===== src/rtl/payload_match_reporter.sv =====
// Serialises the sticky match flags of an engine bank into rule-ID records
// at the end of each payload, one record per accepted valid/ready handshake.
module payload_match_reporter #(
  parameter int NUM_ENGINES = 64,
  parameter int ID_W        = 6,
  parameter int PKT_W       = 16
) (
  input  logic                   clk,
  input  logic                   resetn,
  input  logic                   en,
  input  logic                   sod,
  input  logic                   eod,
  input  logic [NUM_ENGINES-1:0] match_in,
  output logic                   rpt_valid,
  input  logic                   rpt_ready,
  output logic [ID_W-1:0]        rpt_id,
  output logic                   rpt_none,
  output logic                   rpt_last,
  output logic [PKT_W-1:0]       rpt_pkt,
  output logic                   busy,
  output logic [15:0]            drop_cnt,
  output logic [1:0]             dbg_state
);

  typedef enum logic [1:0] {
    ST_IDLE   = 2'd0,
    ST_SETTLE = 2'd1,
    ST_SCAN   = 2'd2
  } state_t;

  localparam logic [15:0] DROP_MAX = 16'hFFFF;

  state_t                 state_q;
  logic [NUM_ENGINES-1:0] pend_q;
  logic [NUM_ENGINES-1:0] pend_d;
  logic                   rpt_valid_q;
  logic [ID_W-1:0]        rpt_id_q;
  logic                   rpt_none_q;
  logic                   rpt_last_q;
  logic [PKT_W-1:0]       rpt_pkt_q;
  logic                   busy_q;
  logic [15:0]            drop_cnt_q;

  logic                   eod_hit;
  logic                   hs;
  logic                   final_hs;
  logic                   drop_evt;
  logic [ID_W-1:0]        enc_id;
  logic                   enc_none;
  logic                   enc_multi;

  // sod only clears the engines; the snapshot here is never affected by it.
  logic unused_sod;
  assign unused_sod = sod;

  // Stream contract: a record transfers on a cycle where rpt_valid and
  // rpt_ready are both high. rpt_valid and the record fields are registered,
  // never depend on rpt_ready in the same cycle, and hold until the transfer.
  assign eod_hit  = eod & en;
  assign hs       = rpt_valid_q & rpt_ready;
  assign final_hs = hs & rpt_last_q;
  assign drop_evt = eod_hit & ((state_q == ST_SETTLE) ||
                               ((state_q == ST_SCAN) && !final_hs));

  // Pending vector as it will be next cycle: loaded in SETTLE, and the
  // reported bit is cleared on each handshake during SCAN.
  always_comb begin
    pend_d = pend_q;
    case (state_q)
      ST_SETTLE: pend_d = match_in;
      ST_SCAN: begin
        if (hs && !rpt_none_q) begin
          pend_d[rpt_id_q] = 1'b0;
        end
      end
      default: pend_d = pend_q;
    endcase
  end

  // Lowest-set-bit priority encoder over the next pending vector, so the
  // registered record always describes what is still outstanding.
  always_comb begin
    enc_id = '0;
    for (int i = NUM_ENGINES - 1; i >= 0; i--) begin
      if (pend_d[i]) begin
        enc_id = ID_W'(i);
      end
    end
  end

  assign enc_none  = ~|pend_d;
  assign enc_multi = |(pend_d & (pend_d - 1'b1));

  always_ff @(posedge clk or negedge resetn) begin
    if (!resetn) begin
      state_q     <= ST_IDLE;
      pend_q      <= '0;
      rpt_valid_q <= 1'b0;
      rpt_id_q    <= '0;
      rpt_none_q  <= 1'b0;
      rpt_last_q  <= 1'b0;
      rpt_pkt_q   <= '0;
      busy_q      <= 1'b0;
      drop_cnt_q  <= '0;
    end else begin
      pend_q <= pend_d;

      if (drop_evt && (drop_cnt_q != DROP_MAX)) begin
        drop_cnt_q <= drop_cnt_q + 16'd1;
      end

      case (state_q)
        ST_IDLE: begin
          if (eod_hit) begin
            state_q <= ST_SETTLE;
            busy_q  <= 1'b1;
          end
        end

        ST_SETTLE: begin
          state_q     <= ST_SCAN;
          busy_q      <= 1'b1;
          rpt_valid_q <= 1'b1;
          rpt_id_q    <= enc_id;
          rpt_none_q  <= enc_none;
          rpt_last_q  <= ~enc_multi;
        end

        ST_SCAN: begin
          if (final_hs) begin
            rpt_pkt_q   <= rpt_pkt_q + PKT_W'(1);
            rpt_valid_q <= 1'b0;
            rpt_id_q    <= '0;
            rpt_none_q  <= 1'b0;
            rpt_last_q  <= 1'b0;
            // A new eod on the final handshake starts the next snapshot.
            if (eod_hit) begin
              state_q <= ST_SETTLE;
              busy_q  <= 1'b1;
            end else begin
              state_q <= ST_IDLE;
              busy_q  <= 1'b0;
            end
          end else begin
            rpt_valid_q <= 1'b1;
            rpt_id_q    <= enc_id;
            rpt_none_q  <= enc_none;
            rpt_last_q  <= ~enc_multi;
          end
        end

        default: begin
          state_q <= ST_IDLE;
          busy_q  <= 1'b0;
        end
      endcase
    end
  end

  assign rpt_valid = rpt_valid_q;
  assign rpt_id    = rpt_id_q;
  assign rpt_none  = rpt_none_q;
  assign rpt_last  = rpt_last_q;
  assign rpt_pkt   = rpt_pkt_q;
  assign busy      = busy_q;
  assign drop_cnt  = drop_cnt_q;
  assign dbg_state = state_q;

endmodule


===== config.mk =====
export PLATFORM = sky130hd
export DESIGN_NAME = payload_match_reporter
export DESIGN_NICKNAME = d
export VERILOG_FILES = /design/src/rtl/payload_match_reporter.sv
export SDC_FILE = /design/constraint.sdc
export NUM_CORES = 1
export LEC_CHECK = 0
export ABC_AREA = 1
export ABC_CLOCK_PERIOD_IN_PS = 5680
export CAP_MARGIN = 20
export CORE_MARGIN = 3
export CORE_UTILIZATION = 55
export CTS_CLUSTER_SIZE = 10
export DETAILED_ROUTE_END_ITERATION = 6
export HOLD_SLACK_MARGIN = 0.12
export PLACE_DENSITY = 0.82
export SYNTH_ARGS = -nofsm -noshare
export SYNTH_HDL_FRONTEND = slang
export SYNTH_SLANG_ARGS = --single-unit

===== constraint.sdc =====
create_clock -name clk -period 5.68 [get_ports clk]
set_input_delay 0.852 -clock clk [delete_from_list [all_inputs] [get_ports clk]]
set_output_delay 0.852 -clock clk [all_outputs]
set_load 0.02 [all_outputs]

=== After elaboration in Yosys (flattened, before gate mapping) ===
Index checks and enable logic that the tools add are counted.

* Register bits after elaboration: 108
* Output and inout port bits: 44

* Reduce and logical (&&, ||, !) cells: 14
* Add/sub/neg operators: 3
* Magnitude comparators: 2
* Bitwise logic cells: 8
* Multiplexer cells: 84
* Eq/ne operators: 5

{| class="wikitable"
|+ Operators by type and width
! operator !! number
|-
| two-way mux 6 bit || 65
|-
| bitwise AND 64 bit || 2
|-
| case mux 64 bit (2 select lines) || 1
|-
| OR reduction 64 bit || 2
|-
| two-way mux 64 bit || 1
|-
| NOT 64 bit || 1
|-
| subtractor 64 x 1 -> 64 bit, second input constant || 1
|-
| adder 16 x 1 -> 16 bit, second input constant || 2
|-
| != test 16 bit, second input constant || 1
|-
| case mux 6 bit (2 select lines) || 1
|-
| two-way mux 1 bit || 8
|-
| less-than comparator 6 x 7 -> 1 bit, second input constant || 1
|-
| demux 1 bit (select 6 bit) || 1
|-
| >= comparator 6 x 1 -> 1 bit, second input constant || 1
|-
| case mux 1 bit (2 select lines) || 3
|-
| case mux 2 bit (3 select lines) || 1
|-
| bitwise AND 1 bit || 4
|-
| logical AND 1 bit || 4
|-
| two-way mux 2 bit || 2
|-
| != test 2 bit, second input constant || 2
|-
| AND reduction 2 bit || 2
|-
| logical NOT 1 bit || 3
|-
| case mux 1 bit (3 select lines) || 1
|-
| == test 2 x 1 -> 1 bit, second input constant || 1
|-
| other kinds (5) || 5
|}

=== Longest topological paths before layout ===
Gate-level depths: netlist (run 1).

* Depth after elaboration: 74
* Depth in mapped cells: 70
* Mapped depth without buffers: 70

=== Least setup slack after synthesis (run 1) ===
Ideal clock, no wire load.

* Path type: flip-flop to flip-flop
* Start point: reg state_q[0] (netlist: dbg_state[0])
* End point: reg rpt_last_q (netlist: rpt_last)
* Setup time: 0.083 ns
* Clock period less this slack: 4.576 ns
* Required time: 5.597 ns
* Setup slack: 1.104 ns
* Buffers on the path: 5
* Arrival: 4.493 ns
* Stages on the path, launching flop included: 26
* Cells stage by stage: dfrtp_1 -> inv_1 -> ha_1 -> buf_6 -> nand2_4 -> inv_6 -> buf_6 -> buf_8 -> buf_6 -> buf_6 -> a22oi_2 -> inv_1 -> nor4_1 -> nand4_1 -> nor2_1 -> inv_2 -> nor3_2 -> and3_1 -> nand2_1 -> or4_1 -> nor2_2 -> nand3_1 -> or4_1 -> o21ai_0 -> o21ai_1 -> o22ai_1

* Word-level cells in the longest chain between the ends: 8
* Elaborated cells on any way between the ends: 10

{| class="wikitable"
|+ Ends and longest elaborated chain
! element !! RTL line !! RTL
|-
| from (decl) || 33 || <nowiki>state_t state_q;</nowiki>
|-
| from (signal assigned) || 96 || <nowiki>state_q <= ST_IDLE;</nowiki>
|-
| from (signal assigned) || 115 || <nowiki>state_q <= ST_SETTLE;</nowiki>
|-
| from (signal assigned) || 121 || <nowiki>state_q <= ST_SCAN;</nowiki>
|-
| == test 2 bit / == test 2 x 1 -> 1 bit (equally long branches) || 69 || <nowiki>case (state_q)</nowiki>
|-
| case mux 64 bit (2 select lines) (*) || 69 ||
|-
| via pend_d[19] || 35 || <nowiki>logic [NUM_ENGINES-1:0] pend_d;</nowiki>
|-
| subtractor 64 x 1 -> 64 bit || 92 || <nowiki>assign enc_multi = |(pend_d & (pend_d - 1'b1));</nowiki>
|-
| bitwise AND 64 bit (*) || 92 ||
|-
| OR reduction 64 bit (*) || 92 ||
|-
| NOT 1 bit (*) || 126, 148 ||
|-
| two-way mux 1 bit || 130 || <nowiki>if (final_hs) begin</nowiki>
|-
| case mux 1 bit (2 select lines) (*) || 112 || <nowiki>case (state_q)</nowiki>
|-
| to (signal assigned) || 126 || <nowiki>rpt_last_q <= ~enc_multi;</nowiki>
|-
| to (signal assigned) || 148 || <nowiki>rpt_last_q <= ~enc_multi;</nowiki>
|-
| to (decl) || 39 || <nowiki>logic rpt_last_q;</nowiki>
|}

Mark *: on every way through the listed nets, which the timed path passes. The rest lies on a longest branch.
A chain may end at the register's enable or synchronous reset.

=== Worst setup path after layout (run 1) ===
* Start point: in rpt_ready
* End point: reg rpt_last_q (netlist: rpt_last)

* Word-level cells in the longest chain between the ends: 10
* Elaborated cells on any way between the ends: 11

{| class="wikitable"
|+ Ends and longest elaborated chain
! element !! RTL line !! RTL
|-
| from (decl) || 15 || <nowiki>input logic rpt_ready,</nowiki>
|-
| bitwise AND 1 bit (*) || 60 || <nowiki>assign hs = rpt_valid_q & rpt_ready;</nowiki>
|-
| logical AND 1 bit (*) || 72 || <nowiki>if (hs && !rpt_none_q) begin</nowiki>
|-
| two-way mux 64 bit (*) || 72 ||
|-
| case mux 64 bit (2 select lines) (*) || 69 ||
|-
| via pend_d[4] || 35 ||
|-
| subtractor 64 x 1 -> 64 bit || 92 ||
|-
| bitwise AND 64 bit (*) || 92 ||
|-
| OR reduction 64 bit (*) || 92 ||
|-
| NOT 1 bit (*) || 126, 148 ||
|-
| two-way mux 1 bit || 130 ||
|-
| case mux 1 bit (2 select lines) (*) || 112 ||
|}

Marked as above.

==> results of run 1 <==
logic make-up (layout without fill, tap and decap cells):
group / Yosys count / in the layout
xor gates and xnor gates: 29 / 29
AOI/OAI and AO/OA: 206 / 206
buffers and inverters: 187 / 367
adders and majority gates: 8 / 8
and+or+nand+nor: 410 / 410
DFF: 108 / 108
per-stage QoR:
step           utilization  instances  hold WS [ns]
2_1_floorplan            -        948         0.467
3_3_place_gp         0.713       1277         0.463
3_5_place_dp         0.713       1277         0.465
4_1_cts              0.735       1293         0.475
5_1_grt              0.741       1296         0.486
6_report             0.741       1296         0.467
area by class of cell:
class	count	area, µm²	area share
timing repair buffer	187	1690	0.185
clock inverter	5	27.5	0.00302
inverter	164	623	0.0683
clock buffer	11	243	0.0266
sequential	108	2710	0.297
multi-input combinational	653	3620	0.397
tap	168	210	0.0230
placed cells by master, fill, tap and decap left out, types with 5 or more instances in the layout:
master	Yosys	layout
nand3_1	32	31
ha_1	8	6
a22oi_1	33	33
inv_1	133	133
xnor2_1	10	10
nor2_2	4	6
nand4_1	8	8
o21ai_0	65	65
a22oi_2	27	27
nor3_2	5	5
clkdlybuf4s50_1	0	110
a31oi_1	5	5
a21oi_1	25	24
inv_2	29	29
clkbuf_16	0	9
buf_4	4	75
o21ai_1	19	19
a2111oi_0	5	5
nand2_1	215	214
nand2_2	7	8
nor4_1	6	6
dfrtp_1	108	106
nor2_1	103	101
nor3_1	15	15
xor2_1	19	19
path summary, 6_finish.rpt:
path | startpoint | to | slack (ns) | depth (start not counted)
worst min register to register | rpt_pkt[15]$_DFFE_PN0P_ | rpt_pkt[15]$_DFFE_PN0P_ | 0.47 | 1
worst max register to register | rpt_none$_DFFE_PN0N_ | rpt_last$_DFFE_PN0N_ | 0.77 | 30
min in group asynchronous | resetn | pend_q[53]$_DFF_PN0_ | 0.52 | 1
worst min-delay path | rpt_pkt[15]$_DFFE_PN0P_ | rpt_pkt[15]$_DFFE_PN0P_ | 0.47 | 1
max in group asynchronous | resetn | drop_cnt[12]$_DFFE_PN0P_ | 3.97 | 2
worst max-delay path | rpt_ready | rpt_last$_DFFE_PN0N_ | 0.69 | 30
state kept, by name, summed over array words and instances, names as in the netlist:
register,count
busy,1
dbg_state,2
drop_cnt,16
pend_q,64
rpt_id,6
rpt_last,1
rpt_none,1
rpt_pkt,16
rpt_valid,1
power by group:
group          switching, mW  total, mW  internal [mW]
logic                   2.37       3.82           1.44
registers              0.131       1.09          0.954
clock network          0.288      0.595          0.307
metal layers:
metal | vias up | global-route usage | part of all wire
met5 | - | 0 | 0
met4 | 0 | 0.0959 | 0.021
met3 | 29 | 0.0556 | 0.083
met2 | 347 | 0.477 | 0.47
met1 | 3338 | 0.410 | 0.43
li1 | 3455 | - | -
synthesized netlist by cell type, drive strengths merged, types with 2 or more instances:
master / instances
a2111oi: 5
a21oi: 26
a22oi: 61
a31oi: 5
a41oi: 2
buf: 22
dfrtp: 108
ha: 8
inv: 163
nand2: 223
nand3: 32
nand3b: 3
nand4: 9
nor2: 112
nor3: 20
nor4: 6
o2111ai: 4
o211ai: 2
o21ai: 85
o22ai: 4
o31ai: 4
o32ai: 4
or2: 2
or4: 2
xnor2: 10
xor2: 19
timing repair:
| item | in CTS | in global routing |
|---|---|---|
| endpoints found under the hold margin | 0 | 0 |
| setup buffers | 0 | 3 |
| setup endpoints to repair | 0 | 2 |
| gates resized for setup | 0 | 12 |
==> key figures, run 1 <==
Floorplanning
  – Die area: 14,300 µm²
  – Core footprint: 12,300 µm²
  – Die Y: 120 µm
  – Std-Cell Rows: 40
  – Total I/O pin count: between 100 and 150
  – Chip width: 120 µm
  – Starting density of the core: 0.577

Setup path
  – Top Family by Delay on Critical Path: simple AND/OR/NAND/NOR gates
  – Worst EP arrival: ~5.2 ns
  – WP buf/inv: 6
  – Max FO, Critical Path: 6
  – Crit path launch type: primary input
  – Max incr delay on CP: 0.40 ns
  – Crit path kind: primary input to register
  – Critical Path Sink Type: register
  – WP data required: 5.94 ns
  – Critical path's slowest cell: or2_1

Logic synthesis
  – Synth cell types: between 50 and 60
  – Dominant synthesized flop cell: dfrtp_1
  – Syn Area/Cell: 7.49 µm²
  – Post-synthesis compound-gate area fraction: 0.203
  – Synth Net Count: around 1k
  – Sequential area share after synthesis: 0.381
  – Post-synthesis cell area: 7100 µm²
  – Seq cells post-synth: approximately 110
  – Post-synth ARST share: 1.00
  – Synth Area in Adders: 0.0141
  – Post-synthesis simple-gate area fraction: 0.251
  – EDFF count, synth: 0
  – Largest family of logic cells by synthesized area: simple AND/OR/NAND/NOR gates
  – Synth top area cells: dfrtp_1 (38%), nand2_1 (11%), inv_1 (7.0%)
  – Cells after Synth: ~950
  – Yosys warning total: 0
  – Post-Synth XOR/XNOR Area: 0.0358
  – Mux cell area share after synthesis: 0
  – Biggest area consumer among synthesized cells: dfrtp_1
  – Share of the synthesized area in the top cell type: 0.381

Pwr
  – LEAKAGE: approximately 4.8 nW
  – Pwr Total: 5.50 mW
  – Maximum VDD drop: 268 µV
  – Power density cells: ~600 nW/µm²

Placement
  – Pre-CTS setup slack: about 0.13 ns
  – Port Buffers: 112
  – Dpl cell area: 8780 µm²
  – Post-DP HPWL: 16.2 mm
  – GPL Wtd Cong: 0.985

Timing
  – F_max: 0.201 GHz
  – Endpoints failing setup: 0
  – Period utilization: 0.878
  – Tmin final: 4.99 ns
  – Final Hold Fails: 0
  – Final Skew: 0.0134 ns
  – Normalized max-slew margin: 0.518
  – Setup_tns: 0 ns
  – Worst slew pin tran: 0.723 ns
  – RSZ-0062 raised after global routing: false
  – Max-slew violation count: 0
  – Setup ws final: about 0.69 ns

Global routing
  – Vias in the first global route: 6,786
  – Initial antenna violation count: 0
  – First-pass GRT wire length: 34.1 mm
  – GR Util All Layers: 0.297
  – GRT Residual Overflow: 0
  – Largest net degree at the start of global routing: 56

Route
  – # DRC: 0
  – Routed WL: 21.3 mm
  – Vias: 7,169
  – Starting DRT DRC Count: 681
  – DR vias/cell: 5.53
  – Routed WL per cell: between 15 and 20 µm
  – 1st-pass router iterations: 5
  – Number of routed nets with antenna violations: 0

Cells and area
  – Final net count: 1,201
  – Final Instance Area: 9120 µm²
  – Fill cell count: 1,016
  – Layout cells sized above 1: 0.163
  – Layout area overhead: 28.4%
  – N_diodes: 0

Run
  – Max Cap Viol: 0

Clocking
  – # clock sinks: 108
  – Clock Tree Buf Depth: 2
  – CTS tree: yes
  – Clock root buffer: clkbuf_16
  – Hold_buf cts: 0
  – Skew-Pair Late Insertion Delay: 0.35 ns
  – Clk slew on worst S/H paths: 0.07 ns
  – H-Tree Level Count: 3
  – Number of CTS-inserted buffers: 9

Run status
  – Run status: finished, final reports clean

Min path
  – HP Class: register to register
(Power assumes the default switching activity.)
==> run 2: changes to the inputs <==
Settings changed: CORE_ASPECT_RATIO from default to 1.75.
==> key figures, run 2 (synthesis gave the netlist of run 1 again) <==
Setup path
  – WP data required: 5.95 ns (was 5.94 ns)
  – Crit path kind: register to register (was primary input to register)
  – Critical Path Sink Type: register (unchanged)
  – Worst EP arrival: 5.37 ns (was 5.24 ns)
  – Crit path launch type: register (was primary input)
  – Max FO, Critical Path: 41 (was 6)

Placement
  – Port Buffers: 112 (unchanged)
  – GPL Wtd Cong: 0.985 (about the same)
  – Placed cell count: 1,286 (was 1,277)
  – Post-DP HPWL: 16.6 mm (was 16.2 mm)
  – Pre-CTS setup slack: -0.0560 ns (was 0.130 ns)

Cells and area
  – Largest Register: pend_q (unchanged)
  – Most frequent cells in the layout: nand2_1 (213), inv_1 (133), clkdlybuf4s50_1 (110) (was nand2_1 (214), inv_1 (133), clkdlybuf4s50_1 (110))
  – Most common cell after layout, fill and taps aside: nand2_1 (unchanged)
  – N_diodes: 0 (unchanged)
  – Final Util: 0.735 (was 0.741)
  – Layout area overhead: 30.1% (was 28.4%)
  – Max FFs per register: 64 (unchanged)
  – Fill cell count: 1,028 (was 1,016)
  – Final net count: 1,208 (was 1,201)
  – Layout cells sized above 1: 0.172 (was 0.163)
  – Final non-filler cell total: 1,303 (was 1,296)

Clocking
  – Hold_buf cts: 0 (unchanged)
  – H-Tree Level Count: 3 (unchanged)
  – CTS tree: yes (unchanged)
  – Number of CTS-inserted buffers: 9 (unchanged)
  – # clock sinks: 108 (unchanged)
  – Skew-Pair Late Insertion Delay: 0.35 ns (about the same)
  – Clock Tree Buf Depth: 2 (unchanged)
  – Clock root buffer: clkbuf_16 (unchanged)
  – Clk slew on worst S/H paths: 0.07 ns (about the same)

Global routing
  – First-pass GRT wire length: 35.7 mm (was 34.1 mm)
  – Largest net degree at the start of global routing: 73 (was 56)
  – GR Util All Layers: 0.314 (was 0.297)
  – GRT Residual Overflow: 0 (unchanged)
  – Initial antenna violation count: 0 (unchanged)
  – Vias in the first global route: 7,377 (was 6,786)

Floorplanning
  – Die area: 14,400 µm² (was 14,300 µm²)
  – Std-Cell Rows: 54 (was 40)
  – Chip width: 91.9 µm (was 120 µm)
  – Starting density of the core: 0.565 (was 0.577)
  – Core footprint: 12,600 µm² (was 12,300 µm²)
  – Die Y: 156 µm (was 120 µm)
  – Total I/O pin count: 114 (unchanged)

Route
  – # DRC: 0 (unchanged)
  – Routed WL: 22.5 mm (was 21.3 mm)
  – DR vias/cell: 5.60 (was 5.53)
  – 1st-pass router iterations: 5 (unchanged)
  – Starting DRT DRC Count: 476 (was 681)
  – Number of routed nets with antenna violations: 0 (unchanged)
  – Vias: 7,303 (was 7,169)
  – Routed WL per cell: 17.3 µm (was 16.4 µm)

Timing
  – Setup_tns: 0 ns (unchanged)
  – Period utilization: 0.898 (was 0.878)
  – RSZ-0062 raised after global routing: false (unchanged)
  – Endpoints failing setup: 0 (unchanged)
  – Worst slew pin tran: 0.737 ns (was 0.723 ns)
  – Final Hold Fails: 0 (unchanged)
  – Setup ws final: 0.581 ns (was 0.694 ns)
  – Tmin final: 5.10 ns (was 4.99 ns)
  – Final Skew: 0.00753 ns (was 0.0134 ns)
  – Max-slew violation count: 0 (unchanged)
  – F_max: 0.196 GHz (was 0.201 GHz)
  – Normalized max-slew margin: 0.509 (was 0.518)

Pwr
  – Power density cells: 614 nW/µm² (was 603 nW/µm²)
  – Maximum VDD drop: 613 µV (was 268 µV)
  – LEAKAGE: 4.83 nW (was 4.77 nW)

Min path
  – HP Class: register to register (unchanged)

Run
  – Max Cap Viol: 0 (unchanged)

Run status
  – Run status: finished, final reports clean (unchanged)
## run 2: cell count changes in the layout (fill, tap and decap cells not counted), sizes merged
cell    before  now
buf         76   82
bufinv       0    1
clkinv       5    4
inv        163  164
## run 2: layer usage
layer  wire [µm]  global-route usage  vias up  share of wire
li1            -                   -     3463              -
met1        8190               0.345     3459           0.36
met2       11800               0.573      301           0.52
met3        1270              0.0457       80          0.056
met4        1260               0.174        0          0.056
met5           0                   0        -              0
## run 2: repair_timing
action	CTS	global route
endpoints found under the setup margin	0	2
gates resized for setup	0	16
buffers inserted	0	0
## run 2: path summary, 6_finish.rpt
kind                                     startpoint                 endpoint  slack [ns]  cells after the start
min                         rpt_pkt[15]$_DFFE_PN0P_  rpt_pkt[15]$_DFFE_PN0P_        0.48                      1
max reg2reg                dbg_state[0]$_DFFE_PN0P_     rpt_last$_DFFE_PN0N_        0.58                     24
min reg2reg                 rpt_pkt[15]$_DFFE_PN0P_  rpt_pkt[15]$_DFFE_PN0P_        0.48                      1
max in group asynchronous                    resetn      pend_q[2]$_DFF_PN0_        3.96                      2
min in group asynchronous                    resetn     pend_q[37]$_DFF_PN0_        0.55                      1
max                        dbg_state[0]$_DFFE_PN0P_     rpt_last$_DFFE_PN0N_        0.58                     24
## run 2: area by class of cell
type                    count  area, µm²  share of cell area
clock buffers              10        239              0.0259
flip-flops and latches    108       2700               0.292
repair buffers            194       1770               0.191
clock inverters             6       68.8             0.00745
well taps                 168        210              0.0227
inverters                 164        628              0.0680
multi-input cells         653       3630               0.392
## run 2: through the flow
step	instance area [µm²]	hold WS, ns	total power [mW]
2_1_floorplan	7100	0.467	3.64
3_3_place_gp	8860	0.463	4.78
3_5_place_dp	8860	0.468	4.84
4_1_cts	9170	0.479	5.54
5_1_grt	9240	0.499	6.15
6_report	9240	0.478	5.67
## run 2: critical path, stage by stage, from the launching register on
cell,delay [ns]
dfrtp_1,0.46
inv_1,0.12
ha_2,0.38
nand2_4,0.13
clkinv_8,0.19
buf_4,0.31
a22oi_2,0.23
inv_1,0.08
buf_4,0.14
nor2_1,0.09
inv_1,0.04
nor3_1,0.23
nand4_1,0.15
nor2_2,0.23
inv_2,0.06
nor3_2,0.14
and3_1,0.20
nand2_1,0.07
or4_1,0.46
nor2_2,0.24
nand3_1,0.15
or4_1,0.49
o21ai_0,0.17
o21ai_1,0.10
o22ai_1,0.13
## run 2: power breakdown
group | internal, mW | switching, mW
clock network | 0.358 | 0.299
registers | 0.953 | 0.129
logic | 1.50 | 2.44
total | 2.81 | 2.87
==> run 3: changes to the inputs <==
Settings changed: ABC_AREA 1 to default, CORE_UTILIZATION 55 to 54, PLACE_DENSITY 0.82 to 0.81.
==> key figures, run 3 <==
Timing
  – Final Hold Fails: 0 (unchanged)
  – F_max: 0.191 GHz (was 0.196 GHz)
  – Endpoints failing setup: 0 (unchanged)
  – Period utilization: 0.922 (was 0.898)
  – Hold slack: 0.494 ns (was 0.478 ns)
  – RSZ-0062 raised after global routing: false (unchanged)
  – Max-slew violation count: 0 (unchanged)
  – Worst slew pin tran: 0.899 ns (was 0.737 ns)
  – Final Skew: 0.0162 ns (was 0.00753 ns)
  – Setup ws final: 0.444 ns (was 0.581 ns)
  – Normalized max-slew margin: 0.401 (was 0.509)
  – Setup_tns: 0 ns (unchanged)
  – Tmin final: 5.24 ns (was 5.10 ns)

Logic synthesis
  – Sequential area share after synthesis: 0.403 (was 0.381)
  – Share of the synthesized area in the top cell type: 0.403 (was 0.381)
  – Seq cells post-synth: 108 (unchanged)
  – Synth cell count leaders: dfrtp_1 (108), nand2_1 (71), nand3_1 (63) (was nand2_1 (215), inv_1 (133), dfrtp_1 (108))
  – Cells after Synth: 727 (was 948)
  – Yosys warning total: 0 (unchanged)
  – Dominant synthesized flop cell: dfrtp_1 (unchanged)
  – Most frequent cell after synthesis: dfrtp_1 (was nand2_1)
  – Synth Net Count: 805 (was 1,026)
  – Biggest area consumer among synthesized cells: dfrtp_1 (unchanged)
  – Post-synth ARST share: 1.00 (unchanged)
  – Syn Area/Cell: 9.22 µm² (was 7.49 µm²)
  – Synth top area cells: dfrtp_1 (40%), a32o_1 (6.4%), nand3_1 (4.7%) (was dfrtp_1 (38%), nand2_1 (11%), inv_1 (7.0%))
  – Synth cell types: 77 (was 51)
  – Post-synthesis cell area: 6700 µm² (was 7100 µm²)
  – EDFF count, synth: 0 (unchanged)

Setup path
  – R2R Setup Slk: 0.44 ns (was 0.58 ns)
  – Reg2Reg Depth: 16 (was 24)
  – Crit path launch type: register (unchanged)
  – Max FO, Critical Path: 14 (was 41)
  – Worst EP arrival: 5.50 ns (was 5.37 ns)
  – Critical Path Sink Type: register (unchanged)
  – Reg2reg end: rpt_last$_DFFE_PN0N_ (unchanged)
  – WP data required: 5.94 ns (was 5.95 ns)
  – Crit path kind: register to register (unchanged)
  – Reg2Reg Launch Point: dbg_state[0]$_DFFE_PN0P_ (unchanged)

Floorplanning
  – Total I/O pin count: 114 (unchanged)
  – Die area: 13,800 µm² (was 14,400 µm²)
  – Core footprint: 12,100 µm² (was 12,600 µm²)
  – Die Y: 153 µm (was 156 µm)
  – Std-Cell Rows: 53 (was 54)
  – Chip width: 90.2 µm (was 91.9 µm)
  – Starting density of the core: 0.555 (was 0.565)

Run
  – Max Cap Viol: 0 (unchanged)

Clocking
  – H-Tree Level Count: 3 (unchanged)
  – Clk slew on worst S/H paths: 0.08 ns (was 0.07 ns)
  – Hold_buf cts: 0 (unchanged)
  – Post-CTS Resized: 0 (unchanged)
  – Clock Tree Buf Depth: 2 (unchanged)
  – Post-CTS Setup Bufs: 0 (unchanged)
  – CTS tree: yes (unchanged)
  – Skew-Pair Late Insertion Delay: 0.36 ns (was 0.35 ns)
  – Number of CTS-inserted buffers: 9 (unchanged)
  – # clock sinks: 108 (unchanged)
  – Clock root buffer: clkbuf_16 (unchanged)

Pwr
  – Sequential share of power: 0.203 (was 0.191)
  – Net Sw Frac: 0.519 (was 0.505)
  – Pwr Total: 6.04 mW (was 5.67 mW)
  – Power density cells: 722 nW/µm² (was 614 nW/µm²)
  – Psw: 3.13 mW (was 2.87 mW)
  – Total internal power: 2.91 mW (was 2.81 mW)
  – Maximum VDD drop: 502 µV (was 613 µV)
  – LEAKAGE: 3.44 nW (was 4.83 nW)
  – Clock power frac: 0.104 (was 0.116)
  – Combinational share of power: 0.693 (was 0.694)

Min path
  – HP Class: register to register (unchanged)
  – Hold path endpoint: drop_cnt[11]$_DFFE_PN0P_ (was rpt_pkt[15]$_DFFE_PN0P_)
  – Hold path cells: 1 (unchanged)
  – Hold_sp: drop_cnt[11]$_DFFE_PN0P_ (was rpt_pkt[15]$_DFFE_PN0P_)

Route
  – Number of routed nets with antenna violations: 0 (unchanged)
  – Vias: 6,755 (was 7,303)
  – 1st-pass router iterations: 5 (unchanged)
  – Routed WL per cell: 23.5 µm (was 17.3 µm)
  – # DRC: 0 (unchanged)
  – DR vias/cell: 6.63 (was 5.60)
  – Routed WL: 24.0 mm (was 22.5 mm)
  – Starting DRT DRC Count: 540 (was 476)

Global routing
  – First-pass GRT wire length: 37.3 mm (was 35.7 mm)
  – GRT Residual Overflow: 0 (unchanged)
  – Initial antenna violation count: 0 (unchanged)
  – GR Util All Layers: 0.343 (was 0.314)
  – Largest net degree at the start of global routing: 58 (was 73)
  – Vias in the first global route: 6,912 (was 7,377)

Cells and area
  – Most frequent cells in the layout: clkdlybuf4s50_1 (111), dfrtp_1 (108), nand2_1 (71) (was nand2_1 (213), inv_1 (133), clkdlybuf4s50_1 (110))
  – Max FFs per register: 64 (unchanged)
  – Most common cell after layout, fill and taps aside: clkdlybuf4s50_1 (was nand2_1)
  – Final net count: 927 (was 1,208)
  – Final Instance Area: 8370 µm² (was 9240 µm²)
  – Largest Register: pend_q (unchanged)
  – Layout area overhead: 24.9% (was 30.1%)
  – N_diodes: 0 (unchanged)
  – Layout cells sized above 1: 0.114 (was 0.172)

Placement
  – Port Buffers: 112 (unchanged)
  – GPL Wtd Cong: 0.997 (was 0.985)
  – Pre-CTS setup slack: 0.435 ns (was -0.0560 ns)
  – Dpl cell area: 8090 µm² (was 8860 µm²)
  – Post-DP HPWL: 18.1 mm (was 16.6 mm)

Run status
  – Run status: finished, final reports clean (unchanged)
run 3: cell types whose count changed in the layout (fill, tap and decap cells not counted), moves of 26 or more:
cell,change
a32o_1,+43
a22oi_1,-31
a22oi_2,-27
inv_2,-26
o21ai_0,-36
inv_1,-105
buf_4,-38
nand2_1,-142
nand3_1,+32
nor2_1,-44
run 3: power groups by stage:
stage                     registers (mW)  logic [mW]  clock network [mW]
final                               1.23        4.19               0.630
after global routing                1.25        4.47               0.661
after CTS                           1.22        4.10               0.633
after detailed placement            1.23        4.06                   0
after global placement              1.21        4.01                   0
after floorplan                     1.20        2.70                   0
run 3: per-stage QoR:
stage | util | instances
final | 0.694 | 1019
after global routing | 0.694 | 1019
after CTS | 0.694 | 1019
after detailed placement | 0.670 | 1003
after global placement | 0.670 | 1003
after floorplan | - | 727
run 3: how the worst max path moves through the flow:
| stage | cells after the start | end | start |
|---|---|---|---|
| after global routing | 15 | rpt_last$_DFFE_PN0N_ | dbg_state[0]$_DFFE_PN0P_ |
| after detailed placement | 12 | rpt_last$_DFFE_PN0N_ | rpt_ready |
| after floorplan | 14 | rpt_last$_DFFE_PN0N_ | dbg_state[0]$_DFFE_PN0P_ |
| final | 16 | rpt_last$_DFFE_PN0N_ | dbg_state[0]$_DFFE_PN0P_ |
| after global placement | 13 | rpt_last$_DFFE_PN0N_ | rpt_ready |
| after CTS | 16 | rpt_last$_DFFE_PN0N_ | dbg_state[0]$_DFFE_PN0P_ |
run 3: kinds of logic after synthesis:
kind of cell,count (synthesis),share of synthesized area
AND/OR/NAND/NOR,326,0.273
AO/OA/AOI/OAI,177,0.208
flip-flops,108,0.403
buffers and inverters,74,0.0562
XOR/XNOR,30,0.0392
adder cells (fa/ha/maj),10,0.0179
multiplexers,2,0.00336
run 3: area by class of cell:
cell class | count | area, µm²
fillers | 964 | 3700
multi-input cells | 545 | 3630
flip-flops and latches | 108 | 2700
repair buffers | 154 | 1430
clock buffers | 10 | 229
well taps | 165 | 206
inverters | 31 | 116
clock inverters | 6 | 56.3
run 3: metal layers:
| metal | global-route usage | vias up | wire, µm |
|---|---|---|---|
| met5 | 0 | - | 0 |
| met4 | 0.190 | 0 | 1370 |
| met3 | 0.0404 | 103 | 1260 |
| met2 | 0.625 | 348 | 12700 |
| met1 | 0.386 | 3311 | 8600 |
| li1 | - | 2993 | - |
run 3: critical path, cell delays in order (launching register included):
cell and delay [ns]:
dfrtp_1 0.46, inv_1 0.11, ha_1 0.59, buf_4 0.25
nand4bb_1 0.35, a32oi_1 0.32, o21a_1 0.25, inv_2 0.10
nor4_2 0.57, nand3_1 0.28, nor4_4 0.43, a21oi_1 0.12
o21ai_0 0.25, buf_4 0.17, o2111ai_1 0.11, or4_1 0.56
o41ai_2 0.20
